--- src/rtl/pwm_multi.sv ---
// pwm_multi: NUM_CH phase-aligned PWM outputs driven from one shared period
// counter. It runs continuously or in bursts of 1..256 periods. Period, duty
// and enables are double-buffered and take effect only at period boundaries.
//
// Control pulses: start and stop are single-cycle strobes with no handshake.
// start is taken only in IDLE, when stop is low and period >= 2. stop aborts
// immediately from any busy state and takes priority over start.
module pwm_multi #(
  parameter int NUM_CH = 4,
  parameter int CNT_W  = 16
) (
  input  logic                    clk,
  input  logic                    rst,
  input  logic [CNT_W-1:0]        period,
  input  logic [NUM_CH*CNT_W-1:0] duty,
  input  logic [NUM_CH-1:0]       ch_en,
  input  logic                    burst_en,
  input  logic [7:0]              burst_len,
  input  logic                    start,
  input  logic                    stop,
  output logic [NUM_CH-1:0]       pwm_out,
  output logic                    period_tick,
  output logic                    busy,
  output logic                    burst_done,
  output logic [1:0]              stateDbg
);

  typedef enum logic [1:0] {
    IDLE  = 2'd0,
    RUN   = 2'd1,
    BURST = 2'd2
  } state_t;

  state_t state, stateNext;

  logic [CNT_W-1:0]        cnt, cntNext;
  logic [CNT_W-1:0]        perSh, perNext;
  logic [NUM_CH*CNT_W-1:0] dutySh, dutyNext;
  logic [NUM_CH-1:0]       enSh, enNext;
  logic [7:0]              lenSh;
  logic [8:0]              pulseCnt, pulseNext;
  logic [8:0]              lenFull;
  logic [NUM_CH-1:0]       pwmNext;
  logic                    doneNext;

  logic periodOk;
  logic startOk;
  logic wrap;
  logic burstEnd;
  logic loadNow;

  // Qualified control events shared by the FSM and the datapath.
  assign periodOk = (period >= CNT_W'(2));
  assign startOk  = (state == IDLE) && start && !stop && periodOk;
  assign wrap     = (state != IDLE) && (cnt == perSh - 1'b1);
  assign lenFull  = (lenSh == 8'd0) ? 9'd256 : {1'b0, lenSh};
  assign burstEnd = (state == BURST) && wrap && ((pulseCnt + 9'd1) == lenFull);
  assign loadNow  = startOk || (wrap && !stop);

  assign busy        = (state != IDLE);
  assign period_tick = wrap;
  assign stateDbg    = state;

  // State register.
  always_ff @(posedge clk) begin
    if (!rst) state <= IDLE;
    else      state <= stateNext;
  end

  // Next-state logic.
  always_comb begin
    stateNext = state;
    case (state)
      IDLE:    if (startOk) stateNext = burst_en ? BURST : RUN;
      RUN:     if (stop) stateNext = IDLE;
      BURST:   if (stop || burstEnd) stateNext = IDLE;
      default: stateNext = IDLE;
    endcase
  end

  // Next values for the counter and shadow registers; an illegal period at a
  // wrap keeps the previous period so a running output never stalls.
  always_comb begin
    perNext   = (loadNow && periodOk) ? period : perSh;
    dutyNext  = loadNow ? duty : dutySh;
    enNext    = loadNow ? ch_en : enSh;
    cntNext   = '0;
    pulseNext = '0;
    if (stateNext != IDLE && !startOk) begin
      cntNext   = wrap ? '0 : cnt + 1'b1;
      pulseNext = wrap ? pulseCnt + 9'd1 : pulseCnt;
    end
  end

  // Output logic: outputs follow the counter value that will hold after this
  // edge, so the first high sample lands on the start edge itself.
  always_comb begin
    pwmNext  = '0;
    doneNext = burstEnd && !stop;
    for (int i = 0; i < NUM_CH; i++) begin
      pwmNext[i] = (stateNext != IDLE) && enNext[i] &&
                   (cntNext < dutyNext[i*CNT_W +: CNT_W]);
    end
  end

  // Datapath registers: counter, shadows and registered outputs.
  always_ff @(posedge clk) begin
    if (!rst) begin
      cnt        <= '0;
      pulseCnt   <= '0;
      perSh      <= '0;
      dutySh     <= '0;
      enSh       <= '0;
      lenSh      <= '0;
      pwm_out    <= '0;
      burst_done <= 1'b0;
    end else begin
      cnt        <= cntNext;
      pulseCnt   <= pulseNext;
      perSh      <= perNext;
      dutySh     <= dutyNext;
      enSh       <= enNext;
      pwm_out    <= pwmNext;
      burst_done <= doneNext;
      if (startOk) lenSh <= burst_len;
    end
  end

endmodule

--- config.mk ---
export PLATFORM = sky130hd
export DESIGN_NAME = pwm_multi
export DESIGN_NICKNAME = d
export VERILOG_FILES = /design/src/rtl/pwm_multi.sv
export SDC_FILE = /design/constraint.sdc
export NUM_CORES = 1
export LEC_CHECK = 0
export ABC_AREA = 1
export CAP_MARGIN = 10
export CORE_UTILIZATION = 50
export DETAILED_ROUTE_END_ITERATION = 6
export GPL_ROUTABILITY_DRIVEN = 0
export PLACE_DENSITY = 0.77
export SETUP_SLACK_MARGIN = 0.02
export SYNTH_ARGS = -nofsm -noshare
export SYNTH_HDL_FRONTEND = slang
export SYNTH_SLANG_ARGS = --single-unit
--- constraint.sdc ---
create_clock -name clk -period 2.8 [get_ports clk]
set_input_delay 0.28 -clock clk [delete_from_list [all_inputs] [get_ports clk]]
set_output_delay 0.28 -clock clk [all_outputs]
set_load 0.05 [all_outputs]
* Yosys cells after proc, flatten, opt, wreduce, memory -nomap -nowiden
Index checks and enable logic that the tools add are counted. W data, S select, Z words.
Word-level totals: flip-flop bits (word level) 124, bits of input ports 97, output and inout bits 9, word-level logic and storage cells 58
Cells by class: $add $sub $neg 3, magnitude comparators 5, equality and inequality tests 4, mux-type cells 10, reduce and logical (&&, ||, !) cells 27
Operators by type and width (count):
- $lt A16 B16 Y1 | 4
- $mux W64 | 1
- $mux W16 | 2
- $logic_and A1 B1 Y1 | 18
- $add A16 B1 Y16 const B | 1
- $eq A16 B16 Y1 | 1
- $ge A16 B2 Y1 const B | 1
- $sub A16 B1 Y16 const B | 1
- $add A9 B1 Y9 const B | 1
- $eq A9 B9 Y1 | 1
- $mux W9 | 1
- $logic_not A8 Y1 | 1
- $mux W2 | 4
- $pmux W2 S3 | 1
- $mux W4 | 1
- $reduce_bool A2 Y1 | 2
- $eq A2 B1 Y1 const B | 1
- $eq A2 B2 Y1 const B | 1
- $logic_not A1 Y1 | 2
- $logic_not A2 Y1 | 1
- $logic_or A1 B1 Y1 | 2
- $reduce_and A2 Y1 | 1

* Logic depth before layout (Yosys ltp)
Gate-level depths: netlist of the first run.
depth after elaboration 13, depth in mapped cells 26

* Worst setup path before layout of the first run
Ideal clock, no wire load.
path type register -> register, start register state[0] (netlist: stateDbg[0]), end register pwm_out[0], setup time 66 ps, arrival 3561 ps, data required time 2734 ps, slack -828 ps, cell stages (with the launch flop) 22, path buffers 2, period minus slack after synthesis 3628 ps, cells stage by stage dfxtp_1 -> inv_1 -> nand2_1 -> nand3_1 -> nor2_1 -> nand2_1 -> nor2_1 -> nand2_2 -> nor2_4 -> nand3_4 -> inv_4 -> nand2_4 -> nand2_4 -> buf_12 -> buf_12 -> mux2i_1 -> ha_1 -> a21oi_1 -> nor2_1 -> a211oi_1 -> o2111ai_1 -> a21oi_2
Between the ends: cells in the longest elaborated chain, start to end 12, elaborated cells on any way between the ends 27, those cells by class order compare (1); eq/ne (2); mux (8); reduce/logical (16)
Ends and longest elaborated chain:
- start: declaration | line 34 | state_t state, stateNext;
- start signal: assignment | line 67 | else state <= stateNext;
- $reduce_bool A2 Y1 (*)
- net busy | line 23 | output logic busy,
- $logic_and A1 B1 Y1 (*) | line 55 | assign wrap = (state != IDLE) && (cnt == perSh - 1'b1);
- net period_tick | line 22 | output logic period_tick,
- $logic_and A1 B1 Y1 (2 in a row) | line 57 | assign burstEnd = (state == BURST) && wrap && ((pulseCnt + 9'd1) == lenFull);
- $logic_or A1 B1 Y1 | line 76 | BURST: if (stop || burstEnd) stateNext = IDLE;
- $mux W2 | line 76
- $pmux W2 S3 | line 73 | case (state)
- $reduce_bool A2 Y1 | line 89, 101
- $logic_and A1 B1 Y1 | line 89 | if (stateNext != IDLE && !startOk) begin
- $mux W16 | line 89
- $lt A16 B16 Y1 | line 102 | (cntNext < dutyNext[i*CNT_W +: CNT_W]);
- $logic_and A1 B1 Y1 (*) | line 101 | pwmNext[i] = (stateNext != IDLE) && enNext[i] &&
- end signal: assignment | line 123 | pwm_out <= pwmNext;
- end: declaration | line 21 | output logic [NUM_CH-1:0] pwm_out,
Mark *: on every way through the listed nets, which the timed path passes. The rest lies on a longest branch. A chain may end at the register's enable or synchronous reset.

* Final worst setup path of the first run
start register cnt[0], end register pwm_out[0]
Between the ends: cells in the longest elaborated chain, start to end 12, elaborated cells on any way between the ends 19, those cells by class add/sub (1); order compare (1); eq/ne (1); mux (6); reduce/logical (10)
Ends and longest elaborated chain:
- start: declaration | line 36 | logic [CNT_W-1:0] cnt, cntNext;
- start signal: assignment | line 118 | cnt <= cntNext;
- $eq A16 B16 Y1 | line 55
- $logic_and A1 B1 Y1 | line 55
- $logic_and A1 B1 Y1 (2 in a row) | line 57
- $logic_or A1 B1 Y1 | line 76
- $mux W2 | line 76
- $pmux W2 S3 | line 73
- $reduce_bool A2 Y1 | line 89
- $logic_and A1 B1 Y1 | line 89
- $mux W16 (*) | line 89
- net cntNext[15] | line 36
- $lt A16 B16 Y1 (*) | line 102
- $logic_and A1 B1 Y1 (*) | line 101
Marked as above.

==> results of run 1 <==
## synth_stat cells
cell / count / area (sq um)
nand2_1: 199 / 747
nor2_2: 10 / 62.6
inv_1: 69 / 259
inv_2: 7 / 26.3
xor2_1: 9 / 78.8
nor4_1: 5 / 31.3
nand3_1: 43 / 215
ha_1: 63 / 788
nand2_2: 5 / 31.3
o21ai_2: 4 / 35.0
nor2_1: 172 / 646
buf_12: 7 / 140
a21oi_1: 43 / 215
buf_2: 6 / 30.0
dfxtp_1: 124 / 2480
nand2_4: 2 / 22.5
clkbuf_1: 14 / 52.6
nor2_4: 4 / 45.0
xnor2_1: 12 / 105
nand4_1: 12 / 75.1
inv_4: 1 / 6.26
nor3_1: 13 / 65.1
nand3_4: 1 / 17.5
and3_1: 1 / 6.26
o21ai_0: 30 / 150
a21oi_2: 4 / 35.0
o21bai_2: 1 / 11.3
mux2i_1: 60 / 601
and2_1: 1 / 6.26
nand3_2: 2 / 20.0
o2111ai_1: 4 / 35.0
or2_2: 1 / 6.26
a211oi_1: 12 / 90.1
nand3b_1: 7 / 52.6
## power groups by stage
stage	Sequential [uW]	Combinational, uW	Clock (uW)
6_report	1910	1450	2570
5_1_grt	1910	1520	2630
4_1_cts	1900	1160	2520
3_5_place_dp	1920	1050	0
3_3_place_gp	1920	1020	0
2_1_floorplan	1930	566	0
## cell type report
| class | instances | area, sq um | area share |
|---|---|---|---|
| inverters | 77 | 303 | 0.0256 |
| clock inverters | 12 | 206 | 0.0175 |
| well taps | 180 | 225 | 0.0190 |
| repair buffers | 326 | 2860 | 0.242 |
| clock buffers | 20 | 467 | 0.0395 |
| flip-flops and latches | 124 | 2510 | 0.212 |
| multi-input cells | 721 | 5250 | 0.444 |
| repair inverters | 1 | 7.51 | 0.000635 |
## routing by layer
metal / part of all wire / GRT usage
met5: 0 / 0
met4: 0.10 / 0.215
met3: 0.11 / 0.0763
met2: 0.46 / 0.600
met1: 0.33 / 0.375
## sequential cells by signal, indices dropped and copies added (netlist names)
register and count:
burst_done 1, cnt 16, dutySh 64, enSh 4
lenSh 8, perSh 16, pulseCnt 9, pwm_out 4
stateDbg 2
## per-stage QoR
stage / TNS, ps / setup WS (ps) / hold WS (ps) / std cells
global route: -6000 / -1020 / 474 / 1461
detailed placement: -1970 / -541 / 486 / 1399
global placement: -1810 / -478 / 473 / 1399
finish: -3950 / -996 / 458 / 1461
floorplan: -626 / -164 / 446 / 948
CTS: -1170 / -302 / 455 / 1442
## worst max-delay path: cells and delay by family, from the launching register on
family	cells	cell delay [ps]
buffers and inverters	4	440
AOI/OAI and AO/OA	3	710
adders and majority gates	1	210
DFF	1	390
xor gates and xnor gates	1	160
and+or+nand+nor	14	1810
## timing repair
action,4_1_cts,5_1_grt
buffers inserted,10,21
endpoints found under the setup margin,6,26
cloned,2,1
pin swaps,19,54
resized for setup,94,132
## cells by family after synthesis
| kind of cell | count (synthesis) | share of synthesized area |
|---|---|---|
| buf+inv | 104 | 0.0715 |
| mux | 60 | 0.0835 |
| simple gates | 478 | 0.285 |
| compound gates | 98 | 0.0795 |
| flops | 124 | 0.345 |
| xor+xnor | 21 | 0.0256 |
| fa+ha+maj | 63 | 0.110 |
## final timing paths
path | to | slack [ps] | cells after the start
min | dutySh[48] | 460 | 3
min reg2reg | lenSh[2] | 500 | 2
max reg2reg | pwm_out[0] | -1000 | 23
max | pwm_out[0] | -1000 | 23
==> impl_metrics.yaml, run 1 <==
outcome:
  outcome: "finished, violations left"
  violations: "negative setup slack"
worst_setup_path:
  worstPathCellList: "nand2_4, nor2_4, nand3_2, nor3_2, inv_1, nor2_2, nand3_2, nor2_2, inv_2, nor2_4, and3_4, nand2_2, xnor2_1, nand2_1, nor2_2, buf_6, buf_6, ha_4, nand2_4, nor2_4, a211oi_2, o2111ai_2, a21oi_2"
  cpMaxStageDelayCell: "dfxtp_4"
  worstSetupStartpointType: "flip-flop"
  crit_fanout: 3
  required_ps: 3170
  critPathLaunch: "cnt[0]"
  max_stage_delay_ps: 390
  end_kind: "flip-flop"
  r2r_start: "cnt[0]"
  cp.arrival_ps: 4170
  criticalPathCategory: "reg -> reg"
yosys:
  yosys_warnings: 0
  syn-num-nets: 1108
  syn_area_sq_mm: 0.00719
  syn_inst: 948
  synth.avg_cell_area_sq_um: 7.59
  ys_ff_latch: 124
  synth.distinct_cells: 34
  yosysSeqAreaShare: 0.345
detailed_routing:
  viasPerCell: 6.06
  first_pass_iters: 6
  drtIter0Drc: 955
  totalWireLength_um: 33000
  ant_nets: 0
  drc_errors: 0
  route.vias.total: 8855
  routedWlPerCell_um: 22.6
clock_tree:
  htreeDepth: 4
  cts_buffers: 17
  tritoncts: "done"
  clkLatencyLatePin_ps: 440
  cts_sinks: 124
  clockRootBuffer: "clkbuf_16"
  clk_pin_slew_ps: 60
  cts_max_path_buffers: 2
  cts-hold-fix-buffers: 0
cells_and_area:
  fin_area_sq_mm: 0.0118
  most-common-layout-cells: "buf_4, nand2_1, nor2_1"
  fill_cells: 661
  syn_to_final_growth_pct: 64.5
  layout-drive-gt1-share: 0.365
  final_util: 0.849
  nets: 1428
  final_common_cell: "buf_4"
  antennaDiodeCount: 0
pwr:
  total_power_uw: 5930
  power_density_mw_per_mm2: 501
  p_sw_uw: 1740
  p_comb_frac: 0.244
  p_sw_frac: 0.294
  intPower_uw: 4190
  seq_power_share: 0.322
  ir_drop_mv: 0.554
  pwr-share-clk: 0.434
  cellLeakagePower_uw: 0.00507
run:
  maxCapViolations: 0
timing:
  clock.fmax_mhz: 263
  clock_skew_ps: 12.1
  rsz0062_at_grt: "true"
  maxSlewViolCount: 0
  tightest_slew_ps: 616
  slew_headroom: 0.588
  worst_slack_ps: -996
  fin_crit_sh: 1.36
  final_hold_viol_count: 0
  setup_viol: 17
  period_needed_ps: 3800
floorplanning:
  initial_utilization: 0.516
  coreArea_sq_mm: 0.0139
  std_cell_rows: 43
  die_area_sq_mm: 0.0149
  die_w_um: 122
  ioPinCount: 106
  fp.dieH_um: 122
grt:
  grtUsageTotal: 0.343
  grt_pass1_wl_um: 39000
  antenna_found_initial: 0
  grt_overflow_total: 0
  grt_max_degree: 47
  grt_pass1_vias: 8009
place:
  hpwlAfterDp_um: 15200
  dpl_cell_area_sq_mm: 0.00977
  numPortBuffers: 105
min_path:
  min_path_type: "in -> reg"
  hp-start: "duty[48]"
(Power assumes the default switching activity.)
==> run 2, diff against run 1 <==
--- a/config.mk
+++ b/config.mk
@@ -12,6 +12,7 @@
 export GPL_ROUTABILITY_DRIVEN = 0
 export PLACE_DENSITY = 0.77
 export SETUP_SLACK_MARGIN = 0.02
+export SLEW_MARGIN = 20
 export SYNTH_ARGS = -nofsm -noshare
 export SYNTH_HDL_FRONTEND = slang
 export SYNTH_SLANG_ARGS = --single-unit
==> results of run 2 <==
The final DEF is identical to that of run 1; final timing and power are the same.
==> run 3, diff against run 2 <==
--- a/config.mk
+++ b/config.mk
@@ -10,8 +10,10 @@
 export CORE_UTILIZATION = 50
 export DETAILED_ROUTE_END_ITERATION = 6
 export GPL_ROUTABILITY_DRIVEN = 0
+export HOLD_SLACK_MARGIN = 0.02
 export PLACE_DENSITY = 0.77
 export SETUP_SLACK_MARGIN = 0.02
+export SKIP_LAST_GASP = 1
 export SLEW_MARGIN = 20
 export SYNTH_ARGS = -nofsm -noshare
 export SYNTH_HDL_FRONTEND = slang
==> constraint.sdc (replaced) <==
create_clock -name clk -period 2.8 [get_ports clk]
set_input_delay 0.7 -clock clk [delete_from_list [all_inputs] [get_ports clk]]
set_output_delay 0.7 -clock clk [all_outputs]
set_load 0.05 [all_outputs]
==> run 3 against run 2 <==
- the flow still finishes with violations (negative setup slack)
- clock power is 9.3% lower
- sequential power hardly changed
- total power is 3.7% lower
- clock skew is 1.8 ps lower
- register-to-register slack worse by 380 ps
- worst setup slack worse by 380 ps
- combinational power hardly changed
- critical endpoint is now pwm_out[3]
- highest routed layer is now met5
==> impl_metrics.yaml, run 3 (same netlist as run 1, synthesis figures left out) <==
cells_and_area:
  reg.largest.list: "dutySh: 64 flops, cnt: 16 flops, perSh: 16 flops"
  syn_to_final_growth_pct: 63.3
  largest-register: "dutySh"
  layout-drive-gt1-share: 0.367
  antennaDiodeCount: 0
  final_common_cell: "buf_4"
  most-common-layout-cells: "buf_4, nand2_1, nor2_1"
  largest_reg_flops: 64
  nets: 1435
detailed_routing:
  viasPerCell: 6.18
  first_pass_iters: 6
  drtIter0Drc: 1261
  drc_errors: 0
  totalWireLength_um: 34500
  routedWlPerCell_um: 23.5
  ant_nets: 0
  route.vias.total: 9074
timing:
  worst_slack_ps: -1370
  slew_headroom: 0.510
  maxSlewViolCount: 0
  tightest_slew_ps: 733
  setup_viol: 42
  setup_tns_ps: -9700
  clock.fmax_mhz: 240
  period_needed_ps: 4170
  clock_skew_ps: 10.3
  rsz0062_at_grt: "true"
  final_hold_viol_count: 0
  fin_crit_sh: 1.49
grt:
  grtUsageMet3: 0.0632
  grt.busiest_layer: "met2"
  antenna_found_initial: 1
  grt_max_degree: 47
  use_met2: 0.578
  grt_pass1_wl_um: 37400
  grtUsageTotal: 0.329
  use_met1: 0.361
  grt_overflow_total: 0
  grt_pass1_vias: 7807
clock_tree:
  htreeDepth: 4
  clockRootBuffer: "clkbuf_16"
  cts-hold-fix-buffers: 0
  clk_pin_slew_ps: 60
  tritoncts: "done"
  clkLatencyLatePin_ps: 450
  cts_max_path_buffers: 2
  cts_sinks: 124
  cts_buffers: 17
place:
  numPortBuffers: 105
  hpwlAfterDp_um: 15300
floorplanning:
  coreArea_sq_mm: 0.0139
  std_cell_rows: 43
  initial_utilization: 0.516
  die_w_um: 122
  ioPinCount: 106
  fp.dieH_um: 122
  die_area_sq_mm: 0.0149
pwr:
  intPower_uw: 3940
  power_density_mw_per_mm2: 486
  pwr-share-clk: 0.409
  p_comb_frac: 0.257
  p_sw_uw: 1760
  p_sw_frac: 0.309
  cellLeakagePower_uw: 0.00512
  ir_drop_mv: 0.496
  seq_power_share: 0.334
  total_power_uw: 5710
min_path:
  min_path_type: "reg -> reg"
outcome:
  violations: "negative setup slack"
  outcome: "finished, violations left"
run:
  maxCapViolations: 0
worst_setup_path:
  criticalPathCategory: "reg -> reg"
  cp.arrival_ps: 4540
  worstSetupStartpointType: "flip-flop"
  crit_fanout: 4
  end_kind: "flip-flop"
  required_ps: 3170
run 3: critical path, stage by stage (launching register included):
cell,delay [ps]
dfxtp_4,400
ha_4,190
nand3_4,100
nor3_4,160
inv_2,80
nor2_4,110
nand2_2,80
nor2_2,140
inv_2,60
nor3_2,100
inv_1,90
nor2_1,180
inv_1,100
nor2_2,120
nand2_1,90
xnor2_1,180
nand2_1,240
nor2_1,260
buf_4,200
ha_1,250
nand2_1,80
nor2_1,60
a211oi_2,170
o2111ai_1,390
a21oi_2,250
run 3: path summary, 6_finish.rpt:
| kind | to | startpoint | slack (ps) | cells after the start |
|---|---|---|---|---|
| hold reg to reg | lenSh[2] | lenSh[2] | 500 | 2 |
| setup reg to reg | pwm_out[3] | cnt[1] | -1370 | 24 |
| hold / removal | lenSh[2] | lenSh[2] | 500 | 2 |
| setup / recovery | pwm_out[3] | cnt[1] | -1370 | 24 |
run 3: what timing repair did:
item                       CTS  global route
setup buffers                8            30
cloned                       2             0
setup endpoints to repair    7            39
pin swaps                   22            59
gates resized for setup     50           164
run 3: cell type report:
class | count | area, sq um
clock buffer | 21 | 450
timing repair buffer | 335 | 2980
sequential | 124 | 2510
tap | 180 | 225
inverter | 77 | 299
multi-input combinational | 720 | 5130
fill | 644 | 2190
clock inverter | 11 | 143
run 3: per-layer routing:
layer	wire, um	vias to the layer above
met5	13	-
met4	3360	2
met3	4050	347
met2	15500	805
met1	11600	4131
li1	-	3789
run 3: per-stage QoR:
stage / cells / hold WS, ps / util / area (sq um) / setup slack (ps)
6_report: 1468 / 505 / 0.843 / 11700 / -1370
3_5_place_dp: 1397 / 487 / 0.704 / 9800 / -930
5_1_grt: 1468 / 538 / 0.843 / 11700 / -1460
2_1_floorplan: 948 / 446 / - / 7250 / -164
3_3_place_gp: 1397 / 473 / 0.704 / 9800 / -844
4_1_cts: 1439 / 498 / 0.771 / 10700 / -361
run 3: power groups by stage:
stage	registers (uW)	clock network [uW]	logic (uW)
2_1_floorplan	1930	0	567
3_3_place_gp	1920	0	1030
3_5_place_dp	1930	0	1060
4_1_cts	1890	2260	1140
5_1_grt	1910	2410	1530
6_report	1910	2330	1470
